[src/rtl/div_unit_if.sv]
// Bundle of signals between the E stage and the iterative divider.
// The E stage holds start high until ready, and stall_div tells the hazard unit to freeze E meanwhile.
interface div_unit_if #(
    parameter int WIDTH = 32
) ();
    logic [WIDTH-1:0]   opdata1;
    logic [WIDTH-1:0]   opdata2;
    logic               signed_div;
    logic               start;
    logic               annul;
    logic [2*WIDTH-1:0] result;
    logic               ready;
    logic               stall_div;
    logic [1:0]         dbg_state;

    modport master (
        output opdata1, opdata2, signed_div, start, annul,
        input  result, ready, stall_div, dbg_state
    );

    modport slave (
        input  opdata1, opdata2, signed_div, start, annul,
        output result, ready, stall_div, dbg_state
    );
endinterface

[src/rtl/div_unit.sv]
// Iterative 32-step restoring divider for DIV/DIVU with a zero-divisor shortcut.
// result is {remainder, quotient}, and it is valid only in the single cycle when ready is high.
module div_unit #(
    parameter int WIDTH = 32
) (
    input logic       clk,
    input logic       rst,
    div_unit_if.slave bus
);
    typedef enum logic [1:0] {
        FREE = 2'd0,
        ZERO = 2'd1,
        ON   = 2'd2,
        DONE = 2'd3
    } state_e;

    state_e             state_q, state_d;
    logic [5:0]         cnt_q, cnt_d;
    logic [WIDTH-1:0]   quo_q, quo_d;
    logic [WIDTH-1:0]   rem_q, rem_d;
    logic [WIDTH-1:0]   dvs_q, dvs_d;
    logic               neg_quo_q, neg_quo_d;
    logic               neg_rem_q, neg_rem_d;
    logic [2*WIDTH-1:0] result_q, result_d;

    logic [WIDTH-1:0]   abs_a, abs_b;
    logic [WIDTH:0]     shifted, diff;
    logic [WIDTH-1:0]   step_quo, step_rem;
    logic [WIDTH-1:0]   fin_quo, fin_rem;
    logic               go;

    // Operands are made non-negative here; the sign fix-up is applied to the final result.
    always_comb begin
        abs_a = (bus.signed_div && bus.opdata1[WIDTH-1]) ? -bus.opdata1 : bus.opdata1;
        abs_b = (bus.signed_div && bus.opdata2[WIDTH-1]) ? -bus.opdata2 : bus.opdata2;
    end

    // One restoring step: shift in the next dividend bit and subtract if the divisor fits.
    always_comb begin
        shifted = {rem_q, quo_q[WIDTH-1]};
        diff    = shifted - {1'b0, dvs_q};
        if (!diff[WIDTH]) begin
            step_rem = diff[WIDTH-1:0];
            step_quo = {quo_q[WIDTH-2:0], 1'b1};
        end else begin
            step_rem = shifted[WIDTH-1:0];
            step_quo = {quo_q[WIDTH-2:0], 1'b0};
        end
        fin_quo = neg_quo_q ? -step_quo : step_quo;
        fin_rem = neg_rem_q ? -step_rem : step_rem;
    end

    assign go = bus.start && !bus.annul;

    always_comb begin
        state_d   = state_q;
        cnt_d     = cnt_q;
        quo_d     = quo_q;
        rem_d     = rem_q;
        dvs_d     = dvs_q;
        neg_quo_d = neg_quo_q;
        neg_rem_d = neg_rem_q;
        result_d  = result_q;
        unique case (state_q)
            FREE: begin
                if (go) begin
                    if (bus.opdata2 == '0) begin
                        state_d = ZERO;
                    end else begin
                        state_d   = ON;
                        cnt_d     = 6'd0;
                        quo_d     = abs_a;
                        rem_d     = '0;
                        dvs_d     = abs_b;
                        neg_quo_d = bus.signed_div && (bus.opdata1[WIDTH-1] ^ bus.opdata2[WIDTH-1]);
                        neg_rem_d = bus.signed_div && bus.opdata1[WIDTH-1];
                    end
                end
            end
            ZERO: begin
                if (!go) begin
                    state_d = FREE;
                end else begin
                    state_d  = DONE;
                    result_d = '0;
                end
            end
            ON: begin
                if (!go) begin
                    state_d = FREE;
                end else begin
                    quo_d = step_quo;
                    rem_d = step_rem;
                    cnt_d = cnt_q + 6'd1;
                    if (cnt_q == 6'd31) begin
                        state_d  = DONE;
                        result_d = {fin_rem, fin_quo};
                    end
                end
            end
            DONE: begin
                state_d = FREE;
            end
            default: state_d = FREE;
        endcase
    end

    always_ff @(posedge clk) begin
        if (rst) begin
            state_q   <= FREE;
            cnt_q     <= 6'd0;
            quo_q     <= '0;
            rem_q     <= '0;
            dvs_q     <= '0;
            neg_quo_q <= 1'b0;
            neg_rem_q <= 1'b0;
            result_q  <= '0;
        end else begin
            state_q   <= state_d;
            cnt_q     <= cnt_d;
            quo_q     <= quo_d;
            rem_q     <= rem_d;
            dvs_q     <= dvs_d;
            neg_quo_q <= neg_quo_d;
            neg_rem_q <= neg_rem_d;
            result_q  <= result_d;
        end
    end

    // The stall drops in DONE so E advances in the same cycle the result is consumed.
    assign bus.stall_div = bus.start && !bus.annul && (state_q != DONE);
    assign bus.ready     = (state_q == DONE);
    assign bus.result    = result_q;
    assign bus.dbg_state = state_q;
endmodule

[src/flat_wrapper.sv]
// flat-port wrapper written by rule: the top's interface ports become plain ports
module div_unit_flat 
#(
    parameter int WIDTH = 32
)
  (clk, rst, bus_opdata1, bus_opdata2, bus_signed_div, bus_start, bus_annul, bus_result, bus_ready, bus_stall_div, bus_dbg_state);
  div_unit_if #(.WIDTH(WIDTH)) bus_i ();
  input logic clk;
  input logic rst;
  input wire logic [$bits(bus_i.opdata1)-1:0] bus_opdata1;
  input wire logic [$bits(bus_i.opdata2)-1:0] bus_opdata2;
  input wire logic [$bits(bus_i.signed_div)-1:0] bus_signed_div;
  input wire logic [$bits(bus_i.start)-1:0] bus_start;
  input wire logic [$bits(bus_i.annul)-1:0] bus_annul;
  output wire logic [$bits(bus_i.result)-1:0] bus_result;
  output wire logic [$bits(bus_i.ready)-1:0] bus_ready;
  output wire logic [$bits(bus_i.stall_div)-1:0] bus_stall_div;
  output wire logic [$bits(bus_i.dbg_state)-1:0] bus_dbg_state;
  assign bus_i.opdata1 = bus_opdata1;
  assign bus_i.opdata2 = bus_opdata2;
  assign bus_i.signed_div = bus_signed_div;
  assign bus_i.start = bus_start;
  assign bus_i.annul = bus_annul;
  assign bus_result = bus_i.result;
  assign bus_ready = bus_i.ready;
  assign bus_stall_div = bus_i.stall_div;
  assign bus_dbg_state = bus_i.dbg_state;
  div_unit #(.WIDTH(WIDTH)) u_core (.clk(clk), .rst(rst), .bus(bus_i));
endmodule
[config.mk]
export PLATFORM = sky130hd
export DESIGN_NAME = div_unit_flat
export DESIGN_NICKNAME = d
export VERILOG_FILES = /design/src/rtl/div_unit_if.sv /design/src/rtl/div_unit.sv /design/src/flat_wrapper.sv
export SDC_FILE = /design/constraint.sdc
export NUM_CORES = 1
export LEC_CHECK = 0
export ABC_CLOCK_PERIOD_IN_PS = 4850
export CORE_MARGIN = 3
export CORE_UTILIZATION = 25
export CTS_CLUSTER_DIAMETER = 50
export DETAILED_ROUTE_END_ITERATION = 10
export DONT_BUFFER_PORTS = 1
export PLACE_DENSITY = 0.4
export SLEW_MARGIN = 5
export SYNTH_ARGS = -nofsm -noshare
export SYNTH_HDL_FRONTEND = slang
export SYNTH_SLANG_ARGS = --single-unit
[constraint.sdc]
create_clock -name clk -period 4.85 [get_ports clk]
set_input_delay 0.485 -clock clk [delete_from_list [all_inputs] [get_ports clk]]
set_output_delay 0.485 -clock clk [all_outputs]
set_load 0.005 [all_outputs]
==> Yosys cells after proc, flatten, opt, wreduce, memory -nomap -nowiden <==
Index checks and enable logic that the tools add are counted.
Widths: inputs -> output; s select.
{ "word_totals": {"reg_bits": 170, "inputBits": 69, "out_inout_bits": 68} }
{ "op_classes": {"add_sub_neg": 6, "eq_ne": 11, "mux": 28, "bitwise_logic": 2, "reduce_logical": 14} }
{ "ops": {"columns": ["op", "count"], "rows": [
  ["$mux 32", 11],
  ["$mux 64", 3],
  ["$neg 32->32", 4],
  ["$pmux 32 s2", 2],
  ["$pmux 64 s2", 1],
  ["$sub 33x32->33", 1],
  ["$logic_not 32->1", 1],
  ["$mux 6", 3],
  ["$pmux 6 s2", 1],
  ["$mux 2", 5],
  ["$ne 2x1->1 const B", 4],
  ["$pmux 2 s4", 1],
  ["$reduce_and 4->1", 2],
  ["$add 6x1->6 const B", 1],
  ["$eq 6x5->1 const B", 1],
  ["$logic_and 1x1->1", 5],
  ["$eq 2x2->1 const B", 2],
  ["$ne 2x2->1 const B", 2],
  ["$reduce_bool 2->1", 2],
  ["$ne 3x3->1 const B", 1],
  ["$reduce_and 3->1", 1],
  ["$eq 2x1->1 const B", 1],
  ["$logic_not 2->1", 1],
  ["$reduce_and 2->1", 1],
  ["other kinds (4)", 4]
]} }

==> Depth between registers and ports, before layout <==
{ "logic_depth": {"depth_word": 7, "depth_mapped": 25} }

==> Worst setup path before layout <==
No wires, ideal clock.
{ "synth_path": {"kind": "register to register", "startpoint": "register u_core.quo_q[31]", "endpoint": "register u_core.result_q[58] (netlist: u_core.bus.result[58])", "setup_ns": 0.125, "arrival_ns": 4.217, "path_slack_ns": 0.508, "stages_incl_launch_ff": 25, "n_path_buf": 4, "synth_period_minus_slack_ns": 4.342, "path_cell_list": "dfxtp_1 -> inv_1 -> ha_1 -> inv_1 -> fa_1 -> a211oi_2 -> o211ai_2 -> and3_4 -> o21ai_2 -> a31oi_1 -> buf_4 -> nor2_8 -> buf_2 -> buf_2 -> buf_2 -> a21oi_1 -> inv_1 -> ha_1 -> nand2_1 -> nor3_1 -> mux2i_1 -> a21o_1 -> o41ai_2 -> xor2_1 -> o21ai_1"} }
{ "synth_between": {"elab_chain_len": 7} }
{ "synth_lines": {"columns": ["item", "line_no", "text"], "rows": [
  ["from (decl)", "div_unit.sv:19", "logic [WIDTH-1:0] quo_q, quo_d;"],
  ["from (signal assigned)", "div_unit.sv:121", "quo_q <= quo_d;"],
  ["$sub 33x32->33", "div_unit.sv:41", "diff = shifted - {1'b0, dvs_q};"],
  ["$mux 32 (*)", "div_unit.sv:42", "if (!diff[WIDTH]) begin"],
  ["$neg 32->32", "div_unit.sv:50", "fin_rem = neg_rem_q ? -step_rem : step_rem;"],
  ["$mux 32 (*)", "div_unit.sv:50", null],
  ["$mux 64 (*)", "div_unit.sv:95", "if (cnt_q == 6'd31) begin"],
  ["$mux 64 (*)", "div_unit.sv:89", "if (!go) begin"],
  ["$pmux 64 s2 (*)", "div_unit.sv:64", "unique case (state_q)"],
  ["to (signal assigned)", "div_unit.sv:126", "result_q <= result_d;"],
  ["to (decl)", "div_unit.sv:24", "logic [2*WIDTH-1:0] result_q, result_d;"]
]} }
Mark *: on every way between the ends. The rest lies on a longest branch, timed or not. The select of a mux whose other input is x is not followed.
A chain may end at the register's enable or synchronous reset.

==> Worst setup path in the final report <==
Same ends and word-level chain as after synthesis.

==> reports/results.tsv <==
metric	value	unit
met2_usage	0.263	
start_util	0.256	
die_y	223	um
cts_sinks	170	
hold_slack	0.0713	ns
power.share.clock	0.314	
cts_root_buf	clkbuf_16	
multi_input_area	7740	sq um
r2r_start	u_core.quo_q[31]	
cpMaxStageDelayCell	fa_1	
synth.yosys.seq_area_share	0.289	
synth.area.top_cells	dfxtp_1, nand2_1, xnor2_1, nor2_1, ha_1	
drv_slew	0	
synth_common_cells	nand2_1, nor2_1, dfxtp_1	
htreeDepth	4	
crit_type	reg -> reg	
arrival	4.72	ns
slowest_delay	0.43	ns
cts_tree	done	
ys_ff_latch	170	
combPwrFrac	0.366	
place.detailed.hpwl	34.6	mm
routedWlPerCell	21.1	um
die_area	49800	sq um
slew_headroom	0.354	
clk_latency	0.49	ns
diodes	0	
end_kind	flop	
drc	0	
row_count	78	
synth_edf_count	0	
sw_frac_of_total	0.401	
required	5.21	ns
met3_usage	0.0424	
firstDrtPassIters	5	
tightest_slew	0.968	ns
clock.fmax	0.229	GHz
grtUsageMet1	0.256	
p_per_area	374	nW/um^2
synthToLayoutAreaGrowth	10.5	%
ant_nets	0	
p_switching	1.95	mW
leakagePower	4.65	nW
critPathLaunchType	flop	
grt_overflow	0	
drt_iter0_markers	742	
p_seq_frac	0.319	
async_flop_share	0	
vdd_drop_max	0.289	mV
wl	44.9	mm
track_usage	0.178	
setup_viol	0	
netlist_area	11800	sq um
vias	11100	
register_area	3400	sq um
hold_viol	0	
layout_setup_ws	0.487	ns
die_w	223	um
maxCapViolations	0	
synth_top_area_cell	dfxtp_1	
path_cells	inv_1 -> ha_1 -> inv_1 -> fa_1 -> a211oi_2 -> o211ai_2 -> and3_4 -> o21ai_2 -> a31oi_1 -> nor2_8 -> mux2i_1 -> ha_1 -> nand2_1 -> nor3_1 -> mux2i_1 -> a21o_1 -> o41ai_2 -> xor2_1 -> o21ai_1	
place_ws	0.497	ns
cts_buffers	17	
avgSynthCellArea	7.57	sq um
place_inst	2097	
antenna_found_initial	0	
layout_min_cycle_time	4.36	ns
finalSetupTns	0	ns
hp-start	rst	
fin_area	13000	sq um
path_clk_slew	0.07	ns
cp-startpoint	u_core.quo_q[31]	
ios	137	
p_int	2.92	mW
hold_class	in -> reg	
coreArea	46000	sq um
portBuffers	0	
synth_ff_type	dfxtp_1	
post-route-period-util	0.900	
netlist.area_leader.share	0.289	
grt_start_max_net_pins	144	
fin_skew	0.0198	ns
ys_types	90	
path_max_fanout	7	
syn-num-nets	1668	
rsz0062_at_grt	no	
avgViaCountPerCell	5.22	
gp_congestion	0.896	
status	finished clean	
yosysMostFrequentCell	nand2_1	
layout.nets	1628	
cts-resized-gates	0	
placed_cell_area	12400	sq um
clockBufferDepth	2	
post_cts_buffers	0	
fin_util	0.283	
total_power	4.87	mW
busiest_layer	met2	
grt_pass1_wl	67.8	mm
grt_pass1_vias	10600	
fill_cells	5026	
ctsHoldBuffers	0	
ys_warn_count	0	
instances_no_fill	2129	
synthCells	1556	
drive_above_1_share	0.0752	
-- area by class of cell --
| type | instances | share of cell area |
|---|---|---|
| clock buffer | 19 | 0.0348 |
| clock inverter | 13 | 0.0138 |
| inverter | 62 | 0.0181 |
| multi-input combinational | 1231 | 0.594 |
| sequential | 170 | 0.261 |
| tap | 600 | 0.0576 |
| timing repair buffer | 34 | 0.0206 |
-- metal layers --
metal,routed length (um),up-vias
li1,-,5504
met2,19500,248
met1,22400,5323
met5,0,-
met3,2310,48
met4,720,0
-- cell usage in the layout, fill, tap and decap left out, drive strengths merged, types with 7 or more instances in the layout --
cell type,netlist,routed
a22oi,58,58
or4,10,10
nor4,16,16
a31oi,31,31
buf,43,34
a21o,8,8
o31ai,24,24
xor2,54,54
and2,12,12
or2,10,10
or3,21,21
mux2i,17,17
nor3,39,39
nand2b,7,7
nand4,13,13
nand2,203,203
nor2,175,175
o41ai,20,20
a22o,7,7
nor2b,11,11
clkbuf,50,19
dfxtp,170,170
a211oi,37,37
o211ai,10,10
inv,61,67
o21ai,101,101
and3,8,8
nand3,51,51
a21oi,89,89
xnor2,83,83
ha,42,42
-- critical path, delay by kind of cell, from the launching register on --
kind                     cells  cell delay (ns)
AND/OR/NAND/NOR              4             0.75
XOR/XNOR                     1             0.17
AO/OA/AOI/OAI                7             1.41
adder cells (fa/ha/maj)      3             1.02
multiplexers                 2             0.42
flip-flops                   1             0.33
buffers and inverters        2             0.13
-- state kept, by name, summed over array words and instances (netlist names) --
signal                flops
u_core.bus.dbg_state      2
u_core.bus.result        64
u_core.cnt_q              6
u_core.dvs_q             32
u_core.neg_quo_q          1
u_core.neg_rem_q          1
u_core.quo_q             32
u_core.rem_q             32
-- path summary, 6_finish.rpt --
check / to / slack (ns) / cells past startpoint
setup reg to reg: u_core.bus.result[58] / 0.49 / 19
hold reg to reg: u_core.dvs_q[21] / 0.46 / 2
setup / recovery: u_core.bus.result[58] / 0.49 / 19
hold / removal: u_core.bus.result[15] / 0.07 / 1
-- power by group through the flow --
| stage | clock network (mW) | registers, mW | logic (mW) |
|---|---|---|---|
| after floorplan | 0 | 1.55 | 1.29 |
| after global routing | 1.62 | 1.57 | 1.96 |
| after CTS | 1.57 | 1.55 | 1.78 |
| after detailed placement | 0 | 1.59 | 1.78 |
| final | 1.53 | 1.56 | 1.79 |
| after global placement | 0 | 1.59 | 1.79 |
-- cells by family (layout without fill, tap and decap cells) --
group                    after synthesis  count (layout)  share of synthesized area
AND/OR/NAND/NOR                      600             600                      0.240
AO/OA/AOI/OAI                        433             433                      0.252
flip-flops                           170             170                      0.289
buffers and inverters                155             128                     0.0555
XOR/XNOR                             137             137                      0.102
adder cells (fa/ha/maj)               43              43                     0.0463
multiplexers                          18              18                     0.0157
(Power assumes the default switching activity.)
